$ cat config.mk
export PLATFORM = sky130hd
export DESIGN_NAME = ysyx_22041211_lsu
export DESIGN_NICKNAME = d
export VERILOG_FILES = /design/src/rtl/ysyx_22041211_lsu_pkg.sv /design/src/rtl/ysyx_22041211_lsu_align.sv /design/src/rtl/ysyx_22041211_lsu.sv
export SDC_FILE = /design/constraint.sdc
export NUM_CORES = 1
export LEC_CHECK = 0
export CAP_MARGIN = 25
export CORE_ASPECT_RATIO = 1.25
export CORE_MARGIN = 5
export CORE_UTILIZATION = 48
export CTS_BUF_LIST = sky130_fd_sc_hd__clkbuf_8
export DETAILED_ROUTE_END_ITERATION = 16
export PLACE_DENSITY_LB_ADDON = 0.1
export SLEW_MARGIN = 10
export SYNTH_ARGS = -nofsm -noshare
export SYNTH_HDL_FRONTEND = slang
export SYNTH_SLANG_ARGS = --single-unit
$ cat constraint.sdc
create_clock -name clk -period 6.5 [get_ports clk]
set_clock_uncertainty 0.2 [all_clocks]
set_input_delay 1.3 -clock clk [delete_from_list [all_inputs] [get_ports clk]]
set_output_delay 1.3 -clock clk [all_outputs]
set_load 0.03 [all_outputs]
$ cat src/rtl/ysyx_22041211_lsu_pkg.sv
// Shared constants for the load/store unit: funct3 codes, byte masks, FSM states and error codes.
package ysyx_22041211_lsu_pkg;

  // RV32 load funct3 codes
  localparam logic [2:0] Funct3Lb  = 3'b000;
  localparam logic [2:0] Funct3Lh  = 3'b001;
  localparam logic [2:0] Funct3Lw  = 3'b010;
  localparam logic [2:0] Funct3Lbu = 3'b100;
  localparam logic [2:0] Funct3Lhu = 3'b101;

  // RV32 store funct3 codes
  localparam logic [2:0] Funct3Sb = 3'b000;
  localparam logic [2:0] Funct3Sh = 3'b001;
  localparam logic [2:0] Funct3Sw = 3'b010;

  // Byte masks are unshifted; the memory aligns them with the address
  localparam logic [7:0] MaskByte = 8'h01;
  localparam logic [7:0] MaskHalf = 8'h03;
  localparam logic [7:0] MaskWord = 8'h0F;

  typedef enum logic [1:0] {
    StIdle,
    StRead,
    StWrite,
    StResp
  } lsu_state_e;

  typedef enum logic [1:0] {
    ErrOk       = 2'b00,
    ErrMisalign = 2'b01,
    ErrIllegal  = 2'b10,
    ErrTimeout  = 2'b11
  } lsu_err_e;

  // funct3[1:0] encodes the access size for both loads and stores
  function automatic logic [7:0] size_mask(input logic [1:0] size);
    case (size)
      2'b00:   size_mask = MaskByte;
      2'b01:   size_mask = MaskHalf;
      2'b10:   size_mask = MaskWord;
      default: size_mask = 8'h00;
    endcase
  endfunction

endpackage

$ cat src/rtl/ysyx_22041211_lsu_align.sv
// Combinational helpers: op legality, size mask, misalignment and load-data extension.
module ysyx_22041211_lsu_align
  import ysyx_22041211_lsu_pkg::*;
#(
  parameter int unsigned DATA_LEN = 32
) (
  input  logic [2:0]          funct3,
  input  logic [1:0]          addr_lo,
  input  logic                load,
  input  logic                store,
  output logic [7:0]          mask,
  output logic                misalign,
  output logic                illegal,
  input  logic [2:0]          ext_funct3,
  input  logic [DATA_LEN-1:0] ext_rdata,
  output logic [DATA_LEN-1:0] ext_data
);

  logic load_f3_ok;
  logic store_f3_ok;

  // Decode legality, access size and alignment of the incoming op
  always_comb begin
    load_f3_ok  = funct3 inside {Funct3Lb, Funct3Lh, Funct3Lw, Funct3Lbu, Funct3Lhu};
    store_f3_ok = funct3 inside {Funct3Sb, Funct3Sh, Funct3Sw};
    illegal     = (load & store) | (load & ~load_f3_ok) | (store & ~store_f3_ok);
    mask        = size_mask(funct3[1:0]);
    case (funct3[1:0])
      2'b01:   misalign = addr_lo[0];
      2'b10:   misalign = |addr_lo;
      default: misalign = 1'b0;
    endcase
  end

  // Sign/zero-extend right-justified read data; bits above the access size are ignored
  always_comb begin
    case (ext_funct3)
      Funct3Lb:  ext_data = {{(DATA_LEN - 8){ext_rdata[7]}}, ext_rdata[7:0]};
      Funct3Lh:  ext_data = {{(DATA_LEN - 16){ext_rdata[15]}}, ext_rdata[15:0]};
      Funct3Lbu: ext_data = {{(DATA_LEN - 8){1'b0}}, ext_rdata[7:0]};
      Funct3Lhu: ext_data = {{(DATA_LEN - 16){1'b0}}, ext_rdata[15:0]};
      default:   ext_data = ext_rdata;
    endcase
  end

endmodule

$ cat src/rtl/ysyx_22041211_lsu.sv
// Load/store unit: accepts one op from EXU, runs the data-SRAM handshake, returns the result to WBU.
module ysyx_22041211_lsu
  import ysyx_22041211_lsu_pkg::*;
#(
  parameter int unsigned ADDR_LEN = 32,
  parameter int unsigned DATA_LEN = 32,
  parameter int unsigned TIMEOUT  = 255
) (
  input  logic                clk,
  input  logic                rst,
  input  logic                lsu_valid_i,
  output logic                lsu_ready_o,
  input  logic                lsu_load_i,
  input  logic                lsu_store_i,
  input  logic [2:0]          lsu_funct3_i,
  input  logic [ADDR_LEN-1:0] lsu_addr_i,
  input  logic [DATA_LEN-1:0] lsu_wdata_i,
  output logic                lsu_valid_o,
  input  logic                lsu_ready_i,
  output logic [DATA_LEN-1:0] lsu_rdata_o,
  output logic [1:0]          lsu_err_o,
  output logic                mem_ren_o,
  output logic [ADDR_LEN-1:0] mem_raddr_o,
  output logic [7:0]          mem_rmask_o,
  input  logic                mem_rvalid_i,
  input  logic [DATA_LEN-1:0] mem_rdata_i,
  output logic                mem_wen_o,
  output logic [ADDR_LEN-1:0] mem_waddr_o,
  output logic [DATA_LEN-1:0] mem_wdata_o,
  output logic [7:0]          mem_wmask_o,
  input  logic                mem_bvalid_i
);

  // Last waiting cycle before the request is abandoned
  localparam logic [7:0] TimeoutLast = 8'(TIMEOUT - 1);

  lsu_state_e          state_q;
  logic [7:0]          cnt_q;
  logic [2:0]          funct3_q;
  logic                valid_q;
  logic [DATA_LEN-1:0] rdata_q;
  logic [1:0]          err_q;
  logic                ren_q;
  logic [ADDR_LEN-1:0] raddr_q;
  logic [7:0]          rmask_q;
  logic                wen_q;
  logic [ADDR_LEN-1:0] waddr_q;
  logic [DATA_LEN-1:0] wdata_q;
  logic [7:0]          wmask_q;

  logic [7:0]          chk_mask;
  logic                chk_misalign;
  logic                chk_illegal;
  logic [DATA_LEN-1:0] ext_data;
  logic                accept;

  ysyx_22041211_lsu_align #(
    .DATA_LEN (DATA_LEN)
  ) u_align (
    .funct3     (lsu_funct3_i),
    .addr_lo    (lsu_addr_i[1:0]),
    .load       (lsu_load_i),
    .store      (lsu_store_i),
    .mask       (chk_mask),
    .misalign   (chk_misalign),
    .illegal    (chk_illegal),
    .ext_funct3 (funct3_q),
    .ext_rdata  (mem_rdata_i),
    .ext_data   (ext_data)
  );

  assign lsu_ready_o = (state_q == StIdle);
  assign accept      = lsu_valid_i & lsu_ready_o;

  assign lsu_valid_o = valid_q;
  assign lsu_rdata_o = rdata_q;
  assign lsu_err_o   = err_q;
  assign mem_ren_o   = ren_q;
  assign mem_raddr_o = raddr_q;
  assign mem_rmask_o = rmask_q;
  assign mem_wen_o   = wen_q;
  assign mem_waddr_o = waddr_q;
  assign mem_wdata_o = wdata_q;
  assign mem_wmask_o = wmask_q;

  // Op sequencing: request registers, response registers and the timeout counter
  always_ff @(posedge clk or negedge rst) begin
    if (!rst) begin
      state_q  <= StIdle;
      cnt_q    <= '0;
      funct3_q <= '0;
      valid_q  <= 1'b0;
      rdata_q  <= '0;
      err_q    <= ErrOk;
      ren_q    <= 1'b0;
      raddr_q  <= '0;
      rmask_q  <= '0;
      wen_q    <= 1'b0;
      waddr_q  <= '0;
      wdata_q  <= '0;
      wmask_q  <= '0;
    end else begin
      unique case (state_q)
        StIdle: begin
          if (accept) begin
            funct3_q <= lsu_funct3_i;
            rdata_q  <= '0;
            err_q    <= ErrOk;
            cnt_q    <= '0;
            if (chk_illegal) begin
              state_q <= StResp;
              valid_q <= 1'b1;
              err_q   <= ErrIllegal;
            end else if (chk_misalign) begin
              state_q <= StResp;
              valid_q <= 1'b1;
              err_q   <= ErrMisalign;
            end else if (lsu_load_i) begin
              state_q <= StRead;
              ren_q   <= 1'b1;
              raddr_q <= lsu_addr_i;
              rmask_q <= chk_mask;
            end else if (lsu_store_i) begin
              state_q <= StWrite;
              wen_q   <= 1'b1;
              waddr_q <= lsu_addr_i;
              wdata_q <= lsu_wdata_i;
              wmask_q <= chk_mask;
            end else begin
              // Neither load nor store: pass through with a zero result
              state_q <= StResp;
              valid_q <= 1'b1;
            end
          end
        end
        StRead: begin
          if (mem_rvalid_i) begin
            state_q <= StResp;
            valid_q <= 1'b1;
            rdata_q <= ext_data;
            ren_q   <= 1'b0;
          end else if (cnt_q == TimeoutLast) begin
            state_q <= StResp;
            valid_q <= 1'b1;
            err_q   <= ErrTimeout;
            ren_q   <= 1'b0;
          end else begin
            cnt_q <= cnt_q + 8'd1;
          end
        end
        StWrite: begin
          if (mem_bvalid_i) begin
            state_q <= StResp;
            valid_q <= 1'b1;
            wen_q   <= 1'b0;
          end else if (cnt_q == TimeoutLast) begin
            state_q <= StResp;
            valid_q <= 1'b1;
            err_q   <= ErrTimeout;
            wen_q   <= 1'b0;
          end else begin
            cnt_q <= cnt_q + 8'd1;
          end
        end
        StResp: begin
          if (lsu_ready_i) begin
            state_q <= StIdle;
            valid_q <= 1'b0;
          end
        end
        default: state_q <= StIdle;
      endcase
    end
  end

endmodule

==> results.md, run 1 <==
- Summed over all instances, the cell type with the most area after synthesis is dfrtp_1.
- TritonCTS built the clock tree.
- The share of synthesized cell area in full adder, half adder and majority cells is about 1.9%.
- The xor/xnor cell area share of the yosys netlist is 0%.
- The via count normalized by instance count is about 5.3.
- For this run, global-route usage on met1 was measured as approximately 27%.
- By area the synthesized netlist is led by dfrtp_1 58%, mux2_1 17%, a22o_1 2.5%, nand2_1 2.1%, ha_1 1.9%.
- The die height is 141 µm.
- After synthesis, the netlist uses 51 different library cells.
- After floorplanning, the core was sized to cover about 14000 µm².
- After technology mapping, the gate count stands at 515.
- The startpoint class of the critical path is a primary input.
- The number of enable flip-flop cells after synthesis is 0.
- By area, the combinational part of the netlist is dominated by multiplexers.
- The final layout net count is ~900.
- After synthesis the netlist holds a flip-flop and latch count of approximately 150.
- Global routing used 22.1% of the available tracks.
- Counting I/O delays and the setup requirement, the final critical path takes around 3.8 ns.
- The worst setup path is captured at a flip-flop.
- The most used flip-flop cell after synthesis is dfrtp_1.
- The part of the power in registers is 33.5%.
- The maximum VDD drop is between 0.3 and 0.4 mV.
- The post-CTS setup repair buffer count is 0.
- The later pin in the worst-skew pair is clocked with a latency of 0.43 ns.
- The total power of the final layout is 4.74 mW.
- The flow ran to the end, and the final reports show no timing, DRC or antenna violations.
- The part of the cycle the worst path needs is between 50% and 60%.
- The first-pass iteration count of the detailed router is 4.
- The headroom to the max-slew limit is approximately two fifths.
- Entering global routing, the biggest net connects between 90 and 100 pins.
- After Yosys synthesis, and, or, nand and nor cells account for between 7 and 8% of the synthesized area.
- The clock transition at the registers of the reported paths is 0.09 ns.
- The count of pins over their slew limit is 0.
- The met3 demand-to-capacity share in global routing is between 8 and 9%.
- Static timing analysis puts the maximum clock frequency at roughly 260 MHz.
- In this run the cell area of the synthesized design comes to roughly 6600 µm².
- The number of H-tree levels is 4.
- The global-route wire length before repair is roughly 28000 µm.
- The initial core utilization is just under 50%.
- The leakage power total is ~4.2 nW.
- The share of final-layout standard cells stronger than drive strength 1 is roughly 5.4%.
- In this run the most used layer during global routing was met2.
- At the worst endpoint, the arrival time is 3.95 ns.
- The actual transition at the worst max-transition pin is 0.881 ns.
- The mux cell area share after synthesis is between 10% and 20%.
- The number of buffers inserted for hold repair after clock tree synthesis is 0.
- The number of buffers added by the clock tree synthesis step is 17.
- After synthesis, the most frequently instantiated cells are 152 x dfrtp_1, 100 x mux2_1, 37 x nand2_1, 20 x o21ai_1, 19 x a22o_1.
- Setup violations remaining at the end of the flow were counted as 0.
- The routed length per placed instance is roughly 19 µm.
- The number of global-route vias before repair came to approximately 5300.
- The largest buffer count on any clock path is 2.
- The detailed router finished its first iteration with between 200 and 300 violations.
- The die covers approximately 16000 µm².
- Setup repair after global routing left no endpoint under its margin.
- The count of input and output buffers is around 250.
- The final wirelength is ~18000 µm.
- The hold violation count in the final report is 0.
- The power density relative to cell area is 497 nW/µm².
- The share of total power dissipated in the clock network is between 10% and 20%.
- Relative to the synthesized area, the layout overhead comes to 44.8%.
- Among all cell types in the netlist, the one instantiated most often is dfrtp_1.
- The post-detailed-route DRC marker count is 0.
- In this run the worst hold path is classified as reg2reg.
- The signal on the critical path passes through clkdlybuf4s50_1 -> inv_1 -> ha_1 -> nor2_1 -> o32a_1 -> a211o_1 -> buf_4 -> mux2_1.
- For this design the total switching power over the nets is ~2.0 mW.
- The synthesized netlist devotes 10.5% of its cell area to compound gates.
- The fraction of synthesis flops using an asynchronous set or reset pin is 100%.
- The largest driver fanout on the critical path is 14.
- The critical path is of the in2reg type.
- For met2 alone, demand over resource in global routing was a little over a third.
- CTS placed an instance of clkbuf_8 at the clock tree root.
- Summing the sequential cell areas from Yosys gives slightly below 60% of the chip area.
- The remaining number of nets flagged by the antenna check after routing is 0.
- The die is between 100 and 150 µm wide.
- For the final routed database, the setup TNS stands at 0 ns.
- The number of I/O pins is 257.
- The Yosys step of the flow raised 0 warnings.
- Each instance of the synthesized netlist takes up on average roughly 13 µm².
- The leftover overflow at the end of global routing is 0.
- The largest single stage delay on the critical path is 0.61 ns.
- The weighted congestion at the end of routability-driven global placement is 0.830.
- The number of sinks driven by the clock tree is 152.
- Among cell families on the critical path, the largest total delay comes from compound AO/OA/AOI/OAI gates.
- Combinational logic burns approximately 51% of the power.
- STA puts the critical path data required time at 6.61 ns.
- In this run, post-CTS repair resized a total of 0 instances.
- The internal power summed over all cells is 2.72 mW.
- Row generation in the floorplan step produced between 40 and 50 rows.
- In this run switching power makes up a little over two fifths of total power.
- Together, buffers and inverters on the worst path number 3.
- The cell with the largest stage delay on the worst path is a211o_1.
- After legalization and detailed placement, the total HPWL measured roughly 13000 µm.
- The number of antenna violations at the first check in global routing came to 0.
- The total via count in the routed design is around 5000.
- Max-cap violations in this run came to 0.
- The number of antenna diodes in the final layout is 0.
- The area share of the leading cell type in the synthesized netlist is 57.7%.
==> metrics by stage <==
stage / setup WS, ns / hold WS, ns / util, % / instance area (µm²) / cells
floorplan: 3.21 / 0.269 / - / 6620 / 522
global placement: 1.92 / 0.267 / 66.9 / 9120 / 913
detailed placement: 2.17 / 0.274 / 67.0 / 9140 / 915
CTS: 2.63 / 0.294 / 70.0 / 9540 / 947
global route: 2.50 / 0.308 / 70.0 / 9540 / 947
finish: 2.66 / 0.288 / 70.0 / 9540 / 947
==> state kept, by name, summed over array words and instances, names as in the netlist <==
signal       count
mem_waddr_o     32
mem_wdata_o     32
mem_rmask_o      3
mem_wmask_o      3
lsu_err_o        2
state_q          2
mem_ren_o        1
funct3_q         3
mem_wen_o        1
cnt_q            8
lsu_valid_o      1
mem_raddr_o     32
lsu_rdata_o     32
==> final cells by class <==
cell class                 count  area (µm²)
fill                        1041        4090
sequential                   152        3800
timing repair buffer         255        2540
multi-input combinational    319        2520
clock buffer                  17         234
tap                          175         219
clock inverter                15         168
inverter                      14        52.6
==> worst paths after layout <==
path | startpoint | to | slack (ns) | depth (start not counted)
max in group asynchronous | rst | lsu_rdata_o[4]$_DFFE_PN0P_ | 4.09 | 2
worst max register to register | state_q[0]$_DFFE_PN0P_ | cnt_q[3]$_DFFE_PN0P_ | 3.77 | 6
worst max-delay path | lsu_funct3_i[0] | mem_raddr_o[23]$_DFFE_PN0P_ | 2.66 | 8
worst min-delay path | mem_wdata_o[30]$_DFFE_PN0P_ | mem_wdata_o[30]$_DFFE_PN0P_ | 0.29 | 1
worst min register to register | mem_wdata_o[30]$_DFFE_PN0P_ | mem_wdata_o[30]$_DFFE_PN0P_ | 0.29 | 1
min in group asynchronous | rst | lsu_rdata_o[28]$_DFFE_PN0P_ | 0.74 | 1
==> power groups by stage <==
stage          sequential [mW]  combinational (mW)  clock [mW]
3_5_place_dp              1.60                2.43           0
2_1_floorplan             2.28               0.686           0
3_3_place_gp              1.58                2.40           0
6_report                  1.59                2.42       0.727
5_1_grt                   1.64                2.56       0.792
4_1_cts                   1.59                2.45       0.745
==> worst register-to-register path, delay by kind of cell (launching register included) <==
family	cells	cell delay, ns
flops	1	0.40
simple gates	3	1.43
fa+ha+maj	1	0.40
compound gates	1	0.15
buf+inv	1	0.08
==> kinds of logic (layout without fill, tap and decap cells) <==
kind of cell | after synthesis | after routing
adder cells (fa/ha/maj) | 10 | 10
multiplexers | 105 | 105
AND/OR/NAND/NOR | 97 | 97
buffers and inverters | 51 | 301
flip-flops | 152 | 152
other | 1 | 8
AO/OA/AOI/OAI | 99 | 99
==> cells in the final DEF, fill, tap and decap left out, types with 3 or more instances in the layout <==
cell and count:
a31oi_1 3, ha_1 10, o211ai_1 3, dfrtp_1 152, conb_1 8, nand3_1 9, nand2_1 37, nor2_1 11
buf_4 6, a22o_1 19, and2_1 3, mux2i_1 4, nand4_1 3, clkbuf_8 17, nor2b_1 18, o21a_1 4
clkdlybuf4s50_1 247, o21ai_0 15, clkinvlp_4 4, a211o_1 4, or4_1 3, inv_1 14, o21ai_1 20, a41oi_1 4
mux2_1 100, a21oi_1 6, inv_6 5
==> metal layers <==
layer	share of wire, %	up-vias	wire (µm)
met5	0	-	0
met4	1.4	0	258
met3	9.3	23	1660
met2	50	208	8920
met1	39	2478	6970
li1	-	2316	-
Note: power is estimated with default switching activity, not from simulation.
==> run 2, diff against run 1 <==
Settings changed: CORE_UTILIZATION 48 to 41.
Clock period 6.5 ns to 3.5 ns, I/O delays scaled along.
==> run 2 against run 1 <==
Against the previous run:
- critical path depth fell by 5
- hold slack got worse by 0.27 ns
- power rose by 87%
- non-clock buffer count rose by 2
- core utilization fell by 8.4 points
- largest power group unchanged
- clock-buffer cell count rose by 4
- final area rose by 1.2%
- flip-flop and latch count did not move
- critical endpoint is now lsu_ready_o
==> results.md, run 2 (synthesis gave the netlist of run 1 again) <==
- After the last flow step, the layout net total stands at 878.
- The post-CTS setup repair buffer count is 0.
- The first detailed-routing pass ran for 4 iterations.
- The signal arrival time at the worst endpoint is roughly 2.3 ns.
- The global-route wire length before repair is 27800 µm.
- The largest driver fanout on the critical path is 18.
- Summed over all layers, the global routing overflow is 0.
- Among all stages on the critical path, the largest delay is contributed by clkdlybuf4s50_1.
- For this configuration, the core starts out at a cell density of 42.0%.
- The H-tree was split into 4 levels.
- Per report_power, the sequential group accounts for 33.3% of the total.
- The hold violation count in the final report is 0.
- TritonCTS built the clock tree.
- The shortest clock period the worst path allows after layout is 3.18 ns.
- After detailed routing, the average wire length per cell comes to between 15 and 20 µm.
- The core box area is 15700 µm².
- The power density relative to cell area is between 900 and 1000 nW/µm².
- The remaining number of nets flagged by the antenna check after routing is 0.
- The via count normalized by instance count is ~5.1.
- Across the VDD grid, the largest voltage drop is 0.560 mV.
- Global routing used 33.3% of the available met2 tracks.
- The DRC marker count from the first detailed-route iteration is 242.
- The cell row count is 51.
- The later pin in the worst-skew pair is clocked with a latency of around 0.44 ns.
- The tightest min-delay check is of the in2async type.
- Counting every sink on the clock net gives around 150.
- The die covers around 19000 µm².
- Leaving out fill and tap cells, the most frequent cells in the layout are 247 x clkdlybuf4s50_1, 152 x dfrtp_1, 100 x mux2_1.
- The area added between synthesis and finish is 46.6%.
- On the final layout, the worst hold slack is between 0.01 and 0.015 ns.
- For this run, the top clock speed supported by timing is 314 MHz.
- The type of destination of the critical path is an output port.
- The number of buffers inserted for hold repair after clock tree synthesis is 0.
- Global routing used under 10% of the available met3 tracks.
- Walking the worst path, the cells encountered are inv_1 -> ha_1 -> clkdlybuf4s50_1.
- The setup total negative slack is 0 ns.
- The count of input and output buffers is ~250.
- The total via count in the routed design is between 4000 and 5000.
- The number of global-route vias before repair is just over 5000.
- The post-detailed-route DRC marker count is 0.
- The switching share of total power is around two fifths.
- The number of buffers added by the clock tree synthesis step is 17.
- The HPWL after detailed placement is 13500 µm.
- 0 antenna diodes ended up in the layout.
- The clock root buffer is clkbuf_8.
- From left edge to right edge, the die measures about 120 µm.
- The power spent charging and discharging nets is approximately 3.7 mW.
- The met1 usage is between 20 and 25%.
- The largest single stage delay on the critical path is around 0.80 ns.
- The largest buffer count on any clock path is 2.
- In the global route stage, overall resource usage came out at between 10% and 20%.
- Pin placement for this block handled roughly 260 I/O pins.
- The final wirelength is roughly 18000 µm.
- The total of max-cap violations is 0.
- The share of final-layout standard cells stronger than drive strength 1 is approximately 5.2%.
- Once the clock tree was built, the resizer swapped 0 gates to a different size.
- The worst pin sits at a relative slew slack of 55.9%.
- Excluding fillers, the count of instances in the completed layout stands at approximately 990.
- In this run the vertical extent of the chip is 152 µm.
- The part of the cycle the worst path needs is 91.0%.
- The largest net degree at the start of global routing is 67.
- The leakage power total is 4.22 nW.
- Fill cells in the final layout number ~1400.
- The number of buffers and inverters on the critical path is 2.
- The number of antenna violations at the first check in global routing is 0.
- The share of total power dissipated in combinational logic is 51.0%.
- Clock-pin slew was measured on the worst setup and hold paths at 0.08 ns.
- Routability-driven placement finished with a final weighted congestion of about 0.84.
- The kind of critical path is reg2out.
- The data required time at the worst endpoint is between 2 and 3 ns.
- The most crowded layer after global routing is met2.
- The count of pins over their slew limit came to 0.
- The actual transition at the worst max-transition pin is 0.661 ns.
- The total setup violations reported at the end of the flow is 0.
- The flow ran to the end, and the final reports show no timing, DRC or antenna violations.
- The total placed cells including tap cells is roughly 950.
- The library cell used most frequently in the layout, excluding fill and tap cells, is clkdlybuf4s50_1.
- The kind of cell with the highest combined delay on the critical path is buffers and inverters.
- Setup repair after global routing left no endpoint under its margin.
- The internal power of the cells totals 5.18 mW.
- The clock network power share is between 10% and 20%.
- STA classifies the critical path startpoint as a flip-flop.
==> run 2: cell types whose count changed in the layout (fill, tap and decap cells not counted), moves of 3 or more <==
cell | previous run | this run
inv_1 | 14 | 17
inv_6 | 5 | 0
buf_12 | 0 | 4
clkbuf_8 | 17 | 21
clkinvlp_4 | 4 | 1
==> run 2: final timing paths <==
path                                              from                          end  slack, ns  cells after the start
min reg2reg                lsu_rdata_o[22]$_DFFE_PN0P_  lsu_rdata_o[22]$_DFFE_PN0P_       0.29                      2
min                                                rst  lsu_rdata_o[31]$_DFFE_PN0P_       0.01                      1
max in group asynchronous                          rst  mem_raddr_o[23]$_DFFE_PN0P_       2.26                      2
max                             state_q[1]$_DFFE_PN0P_                  lsu_ready_o       0.32                      3
max reg2reg                     state_q[1]$_DFFE_PN0P_         cnt_q[3]$_DFFE_PN0P_       0.72                      6
min in group clk           lsu_rdata_o[22]$_DFFE_PN0P_  lsu_rdata_o[22]$_DFFE_PN0P_       0.29                      2
==> run 2: per-stage QoR <==
step	setup WS, ns	power (mW)	util, %	instance area, µm²
finish	0.317	8.85	61.5	9660
global route	0.201	9.34	61.5	9660
global placement	0.282	7.43	58.8	9240
floorplan	0.813	5.51	-	6620
CTS	0.321	8.96	61.5	9650
detailed placement	0.210	7.54	58.8	9240
==> run 2: layout make-up <==
class,count,area [µm²],share of cell area (%)
sequential,152,3800,39.4
timing repair buffer,257,2600,26.9
multi-input combinational,319,2520,26.1
clock buffer,21,289,2.99
tap,212,265,2.75
clock inverter,10,128,1.32
inverter,14,52.6,0.544
==> run 2: power by group through the flow <==
stage	clock, mW	combinational, mW	sequential (mW)
after CTS	1.43	4.57	2.96
after floorplan	0	1.27	4.24
after detailed placement	0	4.55	2.98
after global placement	0	4.48	2.95
final	1.38	4.52	2.95
after global routing	1.50	4.79	3.05
==> run 2: layer usage <==
layer / vias up / share of wire (%)
met1: 2469 / 38
met4: 0 / 1.5
met2: 168 / 52
met3: 19 / 8.5
li1: 2325 / -
met5: - / 0
==> run 3, diff against run 2 <==
--- a/config.mk
+++ b/config.mk
@@ -9,5 +9,5 @@
 export CORE_ASPECT_RATIO = 1.25
 export CORE_MARGIN = 5
-export CORE_UTILIZATION = 41
+export CORE_UTILIZATION = 42
 export CTS_BUF_LIST = sky130_fd_sc_hd__clkbuf_8
 export DETAILED_ROUTE_END_ITERATION = 16
@@ -16,3 +16,4 @@
 export SYNTH_ARGS = -nofsm -noshare
 export SYNTH_HDL_FRONTEND = slang
+export SYNTH_HIERARCHICAL = 1
 export SYNTH_SLANG_ARGS = --single-unit
==> constraint.sdc (replaced) <==
create_clock -name clk -period 3.5 [get_ports clk]
set_clock_uncertainty 0.2 [all_clocks]
set_input_delay 0.7 -clock clk [delete_from_list [all_inputs] [get_ports clk]]
set_output_delay 0.7 -clock clk [all_outputs]
set_load 0.01 [all_outputs]
==> run 3 against run 2 <==
Against the previous run:
- power is 4.2% lower
- synthesized area is 6.1% higher
- die area increased by 3.3%
- hold slack improved by 0.27 ns
- flip-flop and latch count increased by 10
- critical path type is now in2reg
- clock-buffer cell count down 2
==> results.md, run 3 <==
- In this run the cell area of the synthesized design comes to around 7000 µm².
- The clock network accounts for roughly 17% of the total power.
- The fraction of synthesis flops using an asynchronous set or reset pin is 100%.
- The slack of the worst reg-to-reg path is between 1 and 1.5 ns.
- The routed design has ~18000 µm of wire.
- The number of antenna violations at the first check in global routing is 0.
- The leftover overflow at the end of global routing is 0.
- In this run switching power makes up between 30% and 40% of total power.
- The type of destination of the critical path is a flip-flop.
- After detailed routing, the number of remaining DRC violations is 0.
- Clock-pin slew was measured on the worst setup and hold paths at about 0.09 ns.
- The total track usage is about a fifth.
- The setup total negative slack is 0 ns.
- The total via count in the routed design is slightly above 5000.
- The final setup slack of the worst path is 0.569 ns.
- TritonCTS built the clock tree.
- The part of the cycle the worst path needs is 83.7%.
- Max-cap violations in this run came to 0.
- The total power of the final layout is 8.47 mW.
- The synthesized design devotes to its leading area cell type between 50% and 60% of total area.
- The first detailed-routing pass took 4 iterations.
- Data on the critical path arrives at its endpoint at about 3.1 ns.
- The hold path endpoint is lsu_rdata_o[22]$_DFFE_PN0P_.
- The number of H-tree levels is 4.
- Buffers inserted during clock tree synthesis total 17.
- The number of enable flip-flop cells after synthesis is 0.
- The global-route wire length before repair is 29600 µm.
- The number of hold buffers added after CTS was 1.
- The data required time at the worst endpoint is between 3 and 4 ns.
- The kind of path behind the tightest hold check is reg2reg.
- Setup repair after global routing left no endpoint under its margin.
- Setup violations remaining at the end of the flow were counted as 0.
- The synthesized flop and latch total is between 150 and 200.
- The part of the power in registers is a little under two fifths.
- The floorplan step defined a die boundary enclosing 19300 µm².
- Counting tap cells, the placed design contains a total of 980 instances.
- 0 antenna diodes ended up in the layout.
- The post-place setup slack is ~0.098 ns.
- The largest driver fanout on the critical path is 22.
- The startpoint class of the critical path is a primary input.
- The path depth of the worst reg2reg path is 6.
- The achievable clock frequency is between 300 and 400 MHz.
- Row generation in the floorplan step produced 52 rows.
- Ranked by instance count, the synthesized netlist is headed by 162 x dfrtp_1, 115 x mux2_2, 67 x nand2_1, 24 x o21ai_0, 22 x a22o_1.
- The number of sinks driven by the clock tree is between 150 and 200.
- In the final layout, the multi-input gates occupy ~2600 µm².
- The most used flip-flop cell after synthesis is dfrtp_1.
- The clock latency at the later pin of the worst-skew pair is 0.45 ns.
- The hold violation count in the final report is 0.
- The number of inserted filler cells in the final layout is ~1300.
- The worst path in the final design needs a cycle of 2.93 ns, including I/O delays and setup.
- Post-CTS repair changed the size of 0 cells.
- The power density relative to cell area is between 800 and 900 nW/µm².
- Internal power comes to around 5.6 mW.
- Leaving out fill and tap cells, the most frequent cells in the layout are 255 x clkdlybuf4s50_1, 162 x dfrtp_1, 115 x mux2_2.
- The root buffer cell chosen for the clock tree is clkbuf_8.
- In this run the remaining antenna-violating nets after routing total 0.
- The critical path is of the in2reg type.
- The most common cell after layout, fill and taps aside is clkdlybuf4s50_1.
- The power spent charging and discharging nets is 2.85 mW.
- The share of total power dissipated in combinational logic is a little under half.
- The cell count after synthesis is ~530.
- After floorplanning, the core was sized to cover between 15000 and 20000 µm².
- The count of cells in the finished layout, fillers not included, comes to about 1000.
- The mean cell area of the mapped netlist is 13.2 µm².
- Sorting the synthesized cells by area gives the leading types as dfrtp_1 58%, mux2_2 19%, nand2_1 3.6%, a22o_1 2.8%, buf_6 2.6%.
- The total of warnings raised by yosys is 6.
- The flow ran to the end, and the final reports show no timing, DRC or antenna violations.
- Summing all flip-flop and latch instances after layout gives 4050 µm².
- The worst register-to-register path ends at cnt_q[5]$_DFFE_PN0P_.
- Buffers placed on the I/O ports in this run total about 260.
- After clock tree synthesis, the setup repair step added 0 buffers.
- The via count normalized by instance count is slightly above 5.
- The headroom to the max-slew limit is between 40% and 50%.
- The worst register-to-register path begins at state_q[1]$_DFFE_PN0P_.
- The actual transition at the worst max-transition pin is 0.842 ns.
- The routed length per placed instance is between 15 and 20 µm.
- The instance count along the most critical hold path is 2.
- The most area-hungry cell type in the Yosys netlist is dfrtp_1.
- The count of pins over their slew limit is 0.
- The dominant cell by count in the synthesized netlist is dfrtp_1.
- The HPWL after detailed placement is 13700 µm.
- Entering global routing, the biggest net connects 61 pins.
- The number of global-route vias before repair was 5554.
- The count of cell types in the netlist is 46.
- The weighted congestion at the end of routability-driven global placement is 0.832.
- The maximum VDD drop is 0.532 mV.
- The leakage power total is around 4.5 nW.
- The first routing iteration left 181 violations.
- From bottom edge to top edge, the die measures 154 µm.
- Of the cells placed in the final design, the portion with a size suffix greater than 1 is a little over a fifth.
- During I/O placement, the number of pins put on the boundary was 257.
- At the end of the flow, the number of nets in the layout was ~900.
- The initial core utilization is roughly 43%.
- The die outline width is around 130 µm.
- The area added between synthesis and finish is 44.4%.
- The startpoint identified for the worst hold timing path is lsu_rdata_o[22]$_DFFE_PN0P_.
- The longest clock path from root to sink contains 2 buffers.
- The share of the yosys chip area belonging to registers is between 50% and 60%.
[run 3: worst max path at each step]
| stage | from | end | slack (ns) | cells after the start |
|---|---|---|---|---|
| 5_1_grt | lsu_funct3_i[1] | mem_raddr_o[14]$_DFFE_PN0P_ | 0.48 | 9 |
| 6_report | lsu_funct3_i[0] | mem_raddr_o[14]$_DFFE_PN0P_ | 0.57 | 9 |
| 3_5_place_dp | lsu_funct3_i[1] | mem_raddr_o[14]$_DFFE_PN0P_ | 0.1 | 9 |
| 2_1_floorplan | lsu_funct3_i[1] | mem_waddr_o[0]$_DFFE_PN0P_ | 0.66 | 9 |
| 3_3_place_gp | lsu_funct3_i[0] | mem_raddr_o[20]$_DFFE_PN0P_ | 0.15 | 9 |
| 4_1_cts | lsu_funct3_i[1] | mem_raddr_o[14]$_DFFE_PN0P_ | 0.58 | 9 |
[run 3: cell type report]
class / count / share of cell area [%]
Clock buffer: 19 / 2.59
Multi-Input combinational cell: 321 / 25.6
Inverter: 10 / 0.372
Tap cell: 216 / 2.68
Timing Repair Buffer: 272 / 27.1
Clock inverter: 13 / 1.49
Sequential cell: 162 / 40.1
[run 3: layer usage]
| layer | global-route usage, % | routed length [µm] | part of all wire, % | vias up |
|---|---|---|---|---|
| met5 | 0 | 0 | 0 | - |
| met4 | 7.64 | 434 | 2.4 | 0 |
| met3 | 8.35 | 1710 | 9.3 | 26 |
| met2 | 32.4 | 9320 | 51 | 178 |
| met1 | 21.3 | 6980 | 38 | 2546 |
| li1 | - | - | - | 2362 |
[run 3: critical path: stages]
cell and delay [ns]:
clkdlybuf4s50_1 0.48, inv_1 0.07, ha_1 0.24, o21ai_0 0.16
a21boi_0 0.19, buf_4 0.20, nor4b_4 0.42, buf_12 0.24
mux2_2 0.35
[run 3: logic make-up after synthesis]
group                      count (synthesis)  share of synthesized area, %
buffers and inverters                     51                          5.17
other                                      1                        0.0536
AOI/OAI and AO/OA                         77                          7.68
muxes                                    118                          19.0
DFF                                      162                          58.0
and+or+nand+nor                          111                          8.19
adders and majority gates                 11                          1.97
[run 3: power groups by stage]
stage / sequential (mW) / combinational [mW] / clock [mW]
after floorplan: 3.50 / 1.47 / 0
after global placement: 3.18 / 3.87 / 0
after detailed placement: 3.22 / 3.92 / 0
after CTS: 3.20 / 3.95 / 1.46
after global routing: 3.31 / 4.18 / 1.54
final: 3.19 / 3.88 / 1.40
[run 3: stage by stage]
| stage | area (µm²) | hold WS, ns | utilization (%) |
|---|---|---|---|
| 2_1_floorplan | 7000 | 0.204 | - |
| 3_3_place_gp | 9680 | 0.267 | 59.5 |
| 3_5_place_dp | 9680 | 0.270 | 59.5 |
| 4_1_cts | 10100 | 0.290 | 62.1 |
| 5_1_grt | 10100 | 0.321 | 62.1 |
| 6_report | 10100 | 0.288 | 62.1 |
